### src/rtl/hilo_pkg.sv
// Shared constants for the HI/LO result controller: FSM encodings, HI/LO select codes,
// the default data width and a small helper for the counter saturation bound.
package hilo_pkg;
  localparam int HILO_DATA_W = 32;

  localparam logic [1:0] HILO_IDLE     = 2'd0;
  localparam logic [1:0] HILO_WAIT_MUL = 2'd1;
  localparam logic [1:0] HILO_WAIT_DIV = 2'd2;

  localparam logic MT_SEL_LO = 1'b0;
  localparam logic MT_SEL_HI = 1'b1;

  function automatic int hilo_max(input int a, input int b);
    return (a > b) ? a : b;
  endfunction
endpackage

### src/rtl/hilo_if.sv
// Bus between the EX stage / mul-div units and the HI/LO controller.
// Strobes (issue_*, mul_ce, div_done, mt_we, rd_req) are single-cycle qualifiers; rd_data is valid only with rd_valid.
interface hilo_if
  import hilo_pkg::*;
#(
  parameter int DATA_W = HILO_DATA_W
);
  logic              flush;
  logic              issue_mul;
  logic              issue_div;
  logic              mul_ce;
  logic [DATA_W-1:0] mul_hi;
  logic [DATA_W-1:0] mul_lo;
  logic              div_done;
  logic [DATA_W-1:0] div_rem;
  logic [DATA_W-1:0] div_quo;
  logic              mt_we;
  logic              mt_sel;
  logic [DATA_W-1:0] mt_data;
  logic              rd_req;
  logic [DATA_W-1:0] rd_data;
  logic              rd_valid;
  logic              stall_req;
  logic              busy;
  logic [DATA_W-1:0] hi;
  logic [DATA_W-1:0] lo;
  logic              err_latency;
  logic              err_timeout;
  logic [1:0]        state;

  modport master (
    output flush, issue_mul, issue_div, mul_ce, mul_hi, mul_lo,
           div_done, div_rem, div_quo, mt_we, mt_sel, mt_data, rd_req,
    input  rd_data, rd_valid, stall_req, busy, hi, lo,
           err_latency, err_timeout, state
  );

  modport slave (
    input  flush, issue_mul, issue_div, mul_ce, mul_hi, mul_lo,
           div_done, div_rem, div_quo, mt_we, mt_sel, mt_data, rd_req,
    output rd_data, rd_valid, stall_req, busy, hi, lo,
           err_latency, err_timeout, state
  );
endinterface

### src/rtl/hilo_latency_cnt.sv
// Cycle counter for the in-flight mul/div op: loads 1 on issue, counts while busy,
// saturates one past the larger limit and exposes the latency/timeout compare flags.
module hilo_latency_cnt
  import hilo_pkg::*;
#(
  parameter int MUL_LATENCY = 6,
  parameter int DIV_TIMEOUT = 40
) (
  input  logic clk,
  input  logic reset,
  input  logic start_i,
  input  logic clr_i,
  input  logic inc_i,
  output logic mul_hit_o,
  output logic mul_over_o,
  output logic div_to_o
);
  localparam int CNT_MAX = hilo_max(MUL_LATENCY, DIV_TIMEOUT) + 1;
  localparam int CNT_W   = $clog2(CNT_MAX + 1);

  localparam logic [CNT_W-1:0] CNT_SAT = CNT_W'(CNT_MAX);
  localparam logic [CNT_W-1:0] MUL_LAT = CNT_W'(MUL_LATENCY);
  localparam logic [CNT_W-1:0] DIV_TO  = CNT_W'(DIV_TIMEOUT);

  logic [CNT_W-1:0] cnt_q, cnt_d;

  always_comb begin
    cnt_d = cnt_q;
    if (start_i) begin
      cnt_d = CNT_W'(1);
    end else if (clr_i) begin
      cnt_d = '0;
    end else if (inc_i && cnt_q != CNT_SAT) begin
      cnt_d = cnt_q + CNT_W'(1);
    end
  end

  always_ff @(posedge clk or posedge reset) begin
    if (reset) begin
      cnt_q <= '0;
    end else begin
      cnt_q <= cnt_d;
    end
  end

  assign mul_hit_o  = (cnt_q == MUL_LAT);
  assign mul_over_o = (cnt_q > MUL_LAT);
  assign div_to_o   = (cnt_q == DIV_TO);
endmodule

### src/rtl/hilo_ctrl.sv
// HI/LO architectural registers with mul/div result commit, MTHI/MTLO/MFHI/MFLO service,
// EX-stage stall generation and latency/timeout checking of the single in-flight op.
module hilo_ctrl
  import hilo_pkg::*;
#(
  parameter int DATA_W      = HILO_DATA_W,
  parameter int MUL_LATENCY = 6,
  parameter int DIV_TIMEOUT = 40
) (
  input logic  clk,
  input logic  reset,
  hilo_if.slave bus
);
  logic [1:0]        state_q, state_d;
  logic [DATA_W-1:0] hi_q, hi_d, lo_q, lo_d;
  logic              drop_div_q, drop_div_d;
  logic              err_lat_q, err_lat_d;
  logic              err_to_q, err_to_d;
  logic              cnt_start, cnt_clr;
  logic              mul_hit, mul_over, div_to;
  logic              idle, acc_mul, acc_div, accepted, mt_wr;
  logic [DATA_W-1:0] rd_data_c;

  assign idle     = (state_q == HILO_IDLE);
  assign acc_mul  = (state_q == HILO_WAIT_MUL) & bus.mul_ce & ~bus.flush;
  assign acc_div  = (state_q == HILO_WAIT_DIV) & bus.div_done & ~bus.flush;
  assign accepted = acc_mul | acc_div;
  // A move is not stalled in a result-accept cycle, so it must land then too (after the result).
  assign mt_wr    = bus.mt_we & (idle | accepted) & ~bus.flush;

  hilo_latency_cnt #(
    .MUL_LATENCY (MUL_LATENCY),
    .DIV_TIMEOUT (DIV_TIMEOUT)
  ) u_cnt (
    .clk        (clk),
    .reset      (reset),
    .start_i    (cnt_start),
    .clr_i      (cnt_clr),
    .inc_i      (~idle),
    .mul_hit_o  (mul_hit),
    .mul_over_o (mul_over),
    .div_to_o   (div_to)
  );

  always_comb begin
    state_d    = state_q;
    hi_d       = hi_q;
    lo_d       = lo_q;
    drop_div_d = drop_div_q;
    err_lat_d  = err_lat_q;
    err_to_d   = err_to_q;
    cnt_start  = 1'b0;
    cnt_clr    = 1'b0;

    if (bus.flush) begin
      state_d = HILO_IDLE;
      cnt_clr = 1'b1;
      if (state_q == HILO_WAIT_DIV) drop_div_d = 1'b1;
    end else begin
      if (bus.issue_mul || bus.issue_div) begin
        if (!idle) begin
          err_lat_d = 1'b1;
        end else if (bus.issue_mul) begin
          state_d   = HILO_WAIT_MUL;
          cnt_start = 1'b1;
          if (bus.issue_div) err_lat_d = 1'b1;
        end else begin
          state_d   = HILO_WAIT_DIV;
          cnt_start = 1'b1;
        end
      end

      if (bus.mul_ce && state_q != HILO_WAIT_MUL) err_lat_d = 1'b1;
      // A late strobe from a flushed/timed-out divide is expected exactly once.
      if (bus.div_done && state_q != HILO_WAIT_DIV) begin
        drop_div_d = 1'b0;
        if (!drop_div_q) err_lat_d = 1'b1;
      end

      case (state_q)
        HILO_WAIT_MUL: begin
          if (bus.mul_ce) begin
            hi_d    = bus.mul_hi;
            lo_d    = bus.mul_lo;
            state_d = HILO_IDLE;
            cnt_clr = 1'b1;
            if (!mul_hit) err_lat_d = 1'b1;
          end else if (mul_over) begin
            err_lat_d = 1'b1;
            state_d   = HILO_IDLE;
            cnt_clr   = 1'b1;
          end
        end
        HILO_WAIT_DIV: begin
          if (bus.div_done) begin
            hi_d    = bus.div_rem;
            lo_d    = bus.div_quo;
            state_d = HILO_IDLE;
            cnt_clr = 1'b1;
          end else if (div_to) begin
            err_to_d   = 1'b1;
            drop_div_d = 1'b1;
            state_d    = HILO_IDLE;
            cnt_clr    = 1'b1;
          end
        end
        default: ;
      endcase

      if (mt_wr) begin
        if (bus.mt_sel == MT_SEL_HI) hi_d = bus.mt_data;
        else                         lo_d = bus.mt_data;
      end
    end
  end

  always_ff @(posedge clk or posedge reset) begin
    if (reset) begin
      state_q    <= HILO_IDLE;
      hi_q       <= '0;
      lo_q       <= '0;
      drop_div_q <= 1'b0;
      err_lat_q  <= 1'b0;
      err_to_q   <= 1'b0;
    end else begin
      state_q    <= state_d;
      hi_q       <= hi_d;
      lo_q       <= lo_d;
      drop_div_q <= drop_div_d;
      err_lat_q  <= err_lat_d;
      err_to_q   <= err_to_d;
    end
  end

  always_comb begin
    rd_data_c = (bus.mt_sel == MT_SEL_HI) ? hi_q : lo_q;
    if (acc_mul) rd_data_c = (bus.mt_sel == MT_SEL_HI) ? bus.mul_hi : bus.mul_lo;
    if (acc_div) rd_data_c = (bus.mt_sel == MT_SEL_HI) ? bus.div_rem : bus.div_quo;
    if (mt_wr)   rd_data_c = bus.mt_data;
  end

  assign bus.rd_data     = rd_data_c;
  assign bus.rd_valid    = bus.rd_req & (idle | accepted);
  assign bus.busy        = ~idle;
  assign bus.stall_req   = (bus.rd_req | bus.mt_we) & ~idle & ~accepted;
  assign bus.hi          = hi_q;
  assign bus.lo          = lo_q;
  assign bus.err_latency = err_lat_q;
  assign bus.err_timeout = err_to_q;
  assign bus.state       = state_q;
endmodule

### src/flat_wrapper.sv
// flat-port wrapper written by rule: the top's interface ports become plain ports
module hilo_ctrl_flat import hilo_pkg::*;
#(
  parameter int DATA_W      = HILO_DATA_W,
  parameter int MUL_LATENCY = 6,
  parameter int DIV_TIMEOUT = 40
)
  (clk, reset, bus_flush, bus_issue_mul, bus_issue_div, bus_mul_ce, bus_mul_hi, bus_mul_lo, bus_div_done, bus_div_rem, bus_div_quo, bus_mt_we, bus_mt_sel, bus_mt_data, bus_rd_req, bus_rd_data, bus_rd_valid, bus_stall_req, bus_busy, bus_hi, bus_lo, bus_err_latency, bus_err_timeout, bus_state);
  hilo_if #(.DATA_W(DATA_W)) bus_i ();
  input logic clk;
  input logic reset;
  input wire logic [$bits(bus_i.flush)-1:0] bus_flush;
  input wire logic [$bits(bus_i.issue_mul)-1:0] bus_issue_mul;
  input wire logic [$bits(bus_i.issue_div)-1:0] bus_issue_div;
  input wire logic [$bits(bus_i.mul_ce)-1:0] bus_mul_ce;
  input wire logic [$bits(bus_i.mul_hi)-1:0] bus_mul_hi;
  input wire logic [$bits(bus_i.mul_lo)-1:0] bus_mul_lo;
  input wire logic [$bits(bus_i.div_done)-1:0] bus_div_done;
  input wire logic [$bits(bus_i.div_rem)-1:0] bus_div_rem;
  input wire logic [$bits(bus_i.div_quo)-1:0] bus_div_quo;
  input wire logic [$bits(bus_i.mt_we)-1:0] bus_mt_we;
  input wire logic [$bits(bus_i.mt_sel)-1:0] bus_mt_sel;
  input wire logic [$bits(bus_i.mt_data)-1:0] bus_mt_data;
  input wire logic [$bits(bus_i.rd_req)-1:0] bus_rd_req;
  output wire logic [$bits(bus_i.rd_data)-1:0] bus_rd_data;
  output wire logic [$bits(bus_i.rd_valid)-1:0] bus_rd_valid;
  output wire logic [$bits(bus_i.stall_req)-1:0] bus_stall_req;
  output wire logic [$bits(bus_i.busy)-1:0] bus_busy;
  output wire logic [$bits(bus_i.hi)-1:0] bus_hi;
  output wire logic [$bits(bus_i.lo)-1:0] bus_lo;
  output wire logic [$bits(bus_i.err_latency)-1:0] bus_err_latency;
  output wire logic [$bits(bus_i.err_timeout)-1:0] bus_err_timeout;
  output wire logic [$bits(bus_i.state)-1:0] bus_state;
  assign bus_i.flush = bus_flush;
  assign bus_i.issue_mul = bus_issue_mul;
  assign bus_i.issue_div = bus_issue_div;
  assign bus_i.mul_ce = bus_mul_ce;
  assign bus_i.mul_hi = bus_mul_hi;
  assign bus_i.mul_lo = bus_mul_lo;
  assign bus_i.div_done = bus_div_done;
  assign bus_i.div_rem = bus_div_rem;
  assign bus_i.div_quo = bus_div_quo;
  assign bus_i.mt_we = bus_mt_we;
  assign bus_i.mt_sel = bus_mt_sel;
  assign bus_i.mt_data = bus_mt_data;
  assign bus_i.rd_req = bus_rd_req;
  assign bus_rd_data = bus_i.rd_data;
  assign bus_rd_valid = bus_i.rd_valid;
  assign bus_stall_req = bus_i.stall_req;
  assign bus_busy = bus_i.busy;
  assign bus_hi = bus_i.hi;
  assign bus_lo = bus_i.lo;
  assign bus_err_latency = bus_i.err_latency;
  assign bus_err_timeout = bus_i.err_timeout;
  assign bus_state = bus_i.state;
  hilo_ctrl #(.DATA_W(DATA_W), .MUL_LATENCY(MUL_LATENCY), .DIV_TIMEOUT(DIV_TIMEOUT)) u_core (.clk(clk), .reset(reset), .bus(bus_i));
endmodule
### config.mk
export PLATFORM = sky130hd
export DESIGN_NAME = hilo_ctrl_flat
export DESIGN_NICKNAME = d
export VERILOG_FILES = /design/src/rtl/hilo_pkg.sv /design/src/rtl/hilo_if.sv /design/src/rtl/hilo_latency_cnt.sv /design/src/rtl/hilo_ctrl.sv /design/src/flat_wrapper.sv
export SDC_FILE = /design/constraint.sdc
export NUM_CORES = 1
export LEC_CHECK = 0
export ABC_AREA = 1
export CAP_MARGIN = 10
export CELL_PAD_IN_SITES_DETAIL_PLACEMENT = 1
export CELL_PAD_IN_SITES_GLOBAL_PLACEMENT = 1
export CORE_AREA = 2 2 163 165
export DETAILED_ROUTE_END_ITERATION = 7
export DIE_AREA = 0 0 165 167
export GPL_ROUTABILITY_DRIVEN = 0
export GPL_TIMING_DRIVEN = 0
export PLACE_DENSITY = 0.85
export SLEW_MARGIN = 20
export SYNTH_ARGS = -nofsm -noshare
export SYNTH_HDL_FRONTEND = slang
export SYNTH_SLANG_ARGS = --single-unit
export TNS_END_PERCENT = 1
### constraint.sdc
create_clock -name clk -period 3.5 [get_ports clk]
set_clock_uncertainty 0.05 [all_clocks]
set_input_delay 0.7 -clock clk [delete_from_list [all_inputs] [get_ports clk]]
set_output_delay 0.7 -clock clk [all_outputs]
set_load 0.1 [all_outputs]
==> results.cfg, run 1 <==
[outcome]
outcome = completed

[final_layout]
layout-area-overhead-vs-synth_pct = 54.7
post-route-cell-area_mm2 = 0.0118
fin_nets = 1795
instances_no_fill = 1959
nFillCells = 3366
drive_gt1_share_pct = 11.2

[placement]
place_inst = 1942
portBuffers = 270
dp_hpwl_um = 32000
pre_cts_ws_ns = -1.49
placed_area_mm2 = 0.0113

[die]
rows = 59
dieArea_mm2 = 0.0276
die_w_um = 165
io_pins = 273
core_mm2 = 0.0258
die_height_um = 167
initial_core_util_pct = 29.6

[setup_path]
cp-start-kind = flip-flop
arrival_ns = 2.67
critical_path_class = flip-flop to primary output
r2r-start = u_core.bus.state[1]$_DFF_PP0_
rr_endpoint = u_core.u_cnt.cnt_q[3]$_DFFE_PP0P_
cp.required_ns = 2.75
r2r_cells = 7
critPathMaxFanout = 10
regToRegSetupSlack_ns = 0.78
end_kind = primary output

[sta]
worstMarginPinSlew_ns = 1.11
slew_viol_final = 0
period_share_pct = 97.7
finalHoldWorstSlack_ns = 0.411
max-slew-margin-rel_pct = 26.0
finalHoldViolCount = 0
rsz0062_at_grt = false
layout_min_cycle_time_ns = 3.42
fin_ws_ns = 0.0798
fmax_mhz = 292
final-setup-viol-count = 0

[global_route]
antenna_found_initial = 1
grt_pass1_vias = 11200
grt_pass1_wl_um = 63200
overflow = 0
gr-usage-all-layers_pct = 30.0
grt_max_degree = 48

[min_path]
worstHoldPathType = flip-flop to flip-flop
whs_endpoint = u_core.bus.err_latency$_DFFE_PP0N_
hold_start = u_core.bus.err_latency$_DFFE_PP0N_
min_path_cells = 2

[logic_synthesis]
yosysWarnings = 0
synthArstFlopShare_pct = 100
synth_area_per_cell_um2 = 5.71
synth_top_area_cell = nand2_1
synth.most_common_cell = nand2_1
synth_area_leaders = nand2_1 31%, dfrtp_1 25%, inv_1 7.7%
synth_ff_type = dfrtp_1
ys_types = 33
synth_area_mm2 = 0.00763
netlist_instances = 1336
ys_ff_latch = 75
seq_area_frac_synth_pct = 24.6
syn_nets = 1513
synth-edff-count = 0
synth.top_cell.area_share_pct = 30.7
synthTopCellsByCount = 625 x nand2_1, 157 x inv_1, 103 x nand3_1

[cts]
cts_setup_buffers = 0
clock-sinks = 75
cts_tree = built
clock-root-buffer = clkbuf_16
worstSkewPairLatency_ns = 0.35
htree_levels = 3
numCtsBuffers = 9
clk_pin_slew_ns = 0.07
clk_path_buf_depth = 2

[route]
postRouteAntennaNets = 0
dr.pass1.iters = 5
route.vias.total = 10500
totalWireLength_um = 41800
wire_per_inst_um = 21.3
drc_errors = 0
drtIter0Drc = 807
avgViaCountPerCell = 5.38

[power_and_ir_drop]
power_density_mw_per_mm2 = 979
ir_worst_vdd_v = 0.000750
leakagePower_nw = 5.76
fin_total_pwr_mw = 11.6

[job]
maxCapViolCount = 0
-- worst max path at each step --
stage / from / to / slack [ns] / cells past startpoint
2_1_floorplan: u_core.bus.state[0]$_DFF_PP0_ / bus_rd_data[10] / -0.005 / 8
4_1_cts: u_core.bus.state[0]$_DFF_PP0_ / bus_rd_data[21] / 0.006 / 11
3_3_place_gp: bus_mul_ce / bus_rd_data[28] / -1.48 / 9
5_1_grt: u_core.bus.state[1]$_DFF_PP0_ / bus_rd_data[9] / 0.03 / 11
3_5_place_dp: bus_mul_ce / bus_rd_data[4] / -1.49 / 9
6_report: u_core.bus.state[1]$_DFF_PP0_ / bus_rd_data[4] / 0.08 / 10
-- area by class of cell --
type / instances / area [um^2] / area share (%)
diodes: 1 / 2.50 / 0.0212
plain buffers: 92 / 472 / 4.00
clock buffers: 12 / 256 / 2.17
clock inverters: 4 / 120 / 1.02
inverters: 163 / 629 / 5.33
multi-input cells: 1006 / 5240 / 44.4
flip-flops and latches: 75 / 1880 / 15.9
well taps: 335 / 419 / 3.55
repair buffers: 271 / 2780 / 23.6
-- sequential cells by signal (all words and copies together), names as in the netlist --
signal	cells
u_core.bus.err_latency	1
u_core.bus.state	2
u_core.bus.err_timeout	1
u_core.drop_div_q	1
u_core.u_cnt.cnt_q	6
u_core.bus.hi	32
u_core.bus.lo	32
-- power breakdown --
group | leakage, nW | switching, mW | internal (mW)
logic | 4.61 | 6.40 | 2.22
registers | 0.967 | 0.505 | 1.22
clock network | 0.183 | 0.406 | 0.809
-- cell usage in the layout (no fill, tap or decap), types with 32 or more instances in the layout --
cell / instances
nand2_1: 624
clkdlybuf4s50_1: 234
inv_1: 152
nand3_1: 103
dfrtp_1: 73
o211ai_1: 68
nor2_1: 50
o21ai_0: 44
clkbuf_1: 33
a31oi_4: 32
-- worst max-delay path: stages, from the launching register on --
cell and delay, ns:
dfrtp_2 0.45, inv_2 0.08, ha_2 0.24, nand2_4 0.11
inv_4 0.14, nand2_1 0.13, buf_4 0.22, clkbuf_4 0.22
o211ai_1 0.36, a31oi_4 0.15, buf_8 0.20
-- per-stage QoR --
stage | util (%) | TNS [ns]
CTS | 45.7 | 0
global placement | 43.7 | -108.15
detailed placement | 43.8 | -46.07
floorplan | - | -0.0137
global route | 45.8 | 0
finish | 45.8 | 0
-- timing repair --
action                     4_1_cts  5_1_grt
setup endpoints to repair       34       33
hold endpoints to repair         0        0
gates resized for setup        257       12
hold buffers                     0        0
pin swaps                        1        0
-- per-layer routing --
metal | vias to the layer above | wire (um) | part of all wire [%] | GRT usage [%]
met3 | 122 | 3110 | 7.4 | 5.31
met2 | 504 | 19900 | 48 | 49.6
li1 | 4810 | - | - | -
met4 | 0 | 1750 | 4.2 | 14.7
met1 | 5103 | 17000 | 41 | 37.4
met5 | - | 0 | 0 | 0
-- logic make-up after synthesis --
group,after synthesis,synth area share (%)
compound gates,204,19.0
flops,75,24.6
fa+ha+maj,7,1.15
xor+xnor,2,0.230
buf+inv,255,13.5
simple gates,793,41.5
Power figures use the tool's default switching activity.
==> inputs of run 2 (changes only) <==
--- a/config.mk
+++ b/config.mk
@@ -12,7 +12,6 @@
 export CORE_AREA = 2 2 163 165
 export DETAILED_ROUTE_END_ITERATION = 7
 export DIE_AREA = 0 0 165 167
-export GPL_ROUTABILITY_DRIVEN = 0
 export GPL_TIMING_DRIVEN = 0
 export PLACE_DENSITY = 0.85
 export SLEW_MARGIN = 20
==> results of run 2 <==
Final layout, timing and power as in run 1 (identical DEF).
==> inputs of run 3 (changes only) <==
--- a/config.mk
+++ b/config.mk
@@ -10,9 +10,9 @@
 export CELL_PAD_IN_SITES_DETAIL_PLACEMENT = 1
 export CELL_PAD_IN_SITES_GLOBAL_PLACEMENT = 1
 export CORE_AREA = 2 2 163 165
+export CTS_CLUSTER_SIZE = 20
 export DETAILED_ROUTE_END_ITERATION = 7
 export DIE_AREA = 0 0 165 167
-export GPL_TIMING_DRIVEN = 0
 export PLACE_DENSITY = 0.85
 export SLEW_MARGIN = 20
 export SYNTH_ARGS = -nofsm -noshare
==> run 3 against run 2 <==
Via count down 6.7%. Count of clock-buffer cells in the layout up 2. Register-to-register slack better by 0.11 ns. Total power down 2.2%. Setup slack better by 0.12 ns. First-iteration DRC count down 21%. Non-clock buffer count down 66. Sequential share of layout area up 0.24 points.
==> results.cfg, run 3 (synthesis results as in run 1) <==
[final_layout]
antenna_cells = 0
drive_gt1_share_pct = 14.4
layout-area-overhead-vs-synth_pct = 52.4
nFillCells = 3333
final_cell_mix = 623 x nand2_1, 167 x clkdlybuf4s50_1, 153 x inv_1
post-route-cell-area_mm2 = 0.0116
fin_nets = 1729
final_common_cell = nand2_1
instances_no_fill = 1892

[setup_path]
critPathMaxFanout = 21
critical_path_class = input pin to primary output
regToRegSetupSlack_ns = 0.89
critical_path_buf_inv_count = 5
cp_cell_sequence = clkdlybuf4s50_1, nand2_2, inv_2, nand2_4, inv_1, buf_4, o211ai_1, a31oi_4, buf_12
path_depth = 9
end_kind = primary output
cp-start-kind = input pin
arrival_ns = 2.55
crit_path_top_delay_cell = clkdlybuf4s50_1
r2r_cells = 11
cp.required_ns = 2.75
max_stage_delay_ns = 0.51
crit_family = buffers and inverters

[placement]
globalplace.congestion = 0.876
placed_area_mm2 = 0.0113
portBuffers = 272
dp_hpwl_um = 25600
place_inst = 1876

[global_route]
overflow = 0
grt_pass1_vias = 10500
grt_pass1_wl_um = 56300
gr-usage-all-layers_pct = 25.8
antenna_found_initial = 1
grt_max_degree = 70

[sta]
rsz0062_at_grt = false
layout_min_cycle_time_ns = 3.30
max-slew-margin-rel_pct = 30.2
fmax_mhz = 303
period_share_pct = 94.4
finalHoldViolCount = 0
final-setup-viol-count = 0
slew_viol_final = 0
fin_tns_setup_ns = 0
worstMarginPinSlew_ns = 1.04

[cts]
ctsHoldBuffers = 0
numCtsBuffers = 9
clk_pin_slew_ns = 0.06
cts_tree = built
htree_levels = 3
cts_setup_buffers = 0
clk_path_buf_depth = 2
clock-root-buffer = clkbuf_16
clock-sinks = 75
worstSkewPairLatency_ns = 0.33
post_cts_resized = 0

[min_path]
worstHoldPathType = flip-flop to flip-flop
min_path_cells = 2

[job]
maxCapViolCount = 0

[outcome]
outcome = completed

[die]
rows = 59
initial_core_util_pct = 29.6
die_w_um = 165
dieArea_mm2 = 0.0276
die_height_um = 167
io_pins = 273
core_mm2 = 0.0258

[power_and_ir_drop]
power_density_mw_per_mm2 = 972
ir_worst_vdd_v = 0.000935
leakagePower_nw = 5.82

[route]
route.vias.total = 9832
drc_errors = 0
wire_per_inst_um = 18.8
avgViaCountPerCell = 5.20
postRouteAntennaNets = 0
totalWireLength_um = 35600
dr.pass1.iters = 5
drtIter0Drc = 638
==> run 3: path summary, 6_finish.rpt <==
check | from | end
worst max-delay path | bus_div_done | bus_rd_data[23]
worst min-delay path | u_core.bus.err_latency$_DFFE_PP0N_ | u_core.bus.err_latency$_DFFE_PP0N_
worst max register to register | u_core.bus.state[0]$_DFF_PP0_ | u_core.bus.hi[26]$_DFFE_PP0N_
worst min register to register | u_core.bus.err_latency$_DFFE_PP0N_ | u_core.bus.err_latency$_DFFE_PP0N_
max in group asynchronous | reset | u_core.bus.hi[19]$_DFFE_PP0N_
min in group asynchronous | reset | u_core.bus.hi[2]$_DFFE_PP0N_
==> run 3: tightest hold or removal path: cells and delay by family, from the launching register on <==
kind / cells / cell delay, ns
buffers and inverters: 1 / 0.04
flip-flops: 1 / 0.35
AND/OR/NAND/NOR: 1 / 0.05
==> run 3: final cells by class <==
class                           count  area [um^2]  share of cell area, %
Clock inverter                      2         10.0                 0.0861
Timing Repair Buffer              297         3200                   27.5
Tap cell                          335          419                   3.60
Multi-Input combinational cell   1006         5230                   45.0
Inverter                          163          621                   5.34
Clock buffer                       14          274                   2.36
Sequential cell                    75         1880                   16.2
==> run 3: report_power, final <==
group / switching [mW] / internal, mW
registers: 0.484 / 1.23
logic: 6.28 / 2.41
clock network: 0.368 / 0.537
==> run 3: metrics by stage <==
stage / worst slack, ns / utilization (%) / power, mW / hold WS [ns]
2_1_floorplan: -0.00457 / - / 7.89 / 0.448
3_3_place_gp: 0.302 / 44.0 / 10.3 / 0.403
3_5_place_dp: 0.230 / 44.0 / 10.4 / 0.406
4_1_cts: 0.220 / 45.1 / 11.4 / 0.422
5_1_grt: 0.105 / 45.1 / 11.9 / 0.446
6_report: 0.197 / 45.1 / 11.3 / 0.421
==> run 3: per-layer routing <==
layer	up-vias	track usage [%]	share of wire, %
met4	2	7.98	2.1
li1	4680	-	-
met3	48	4.31	5.7
met1	4775	31.3	42
met5	-	0	0.036
met2	327	46.1	50
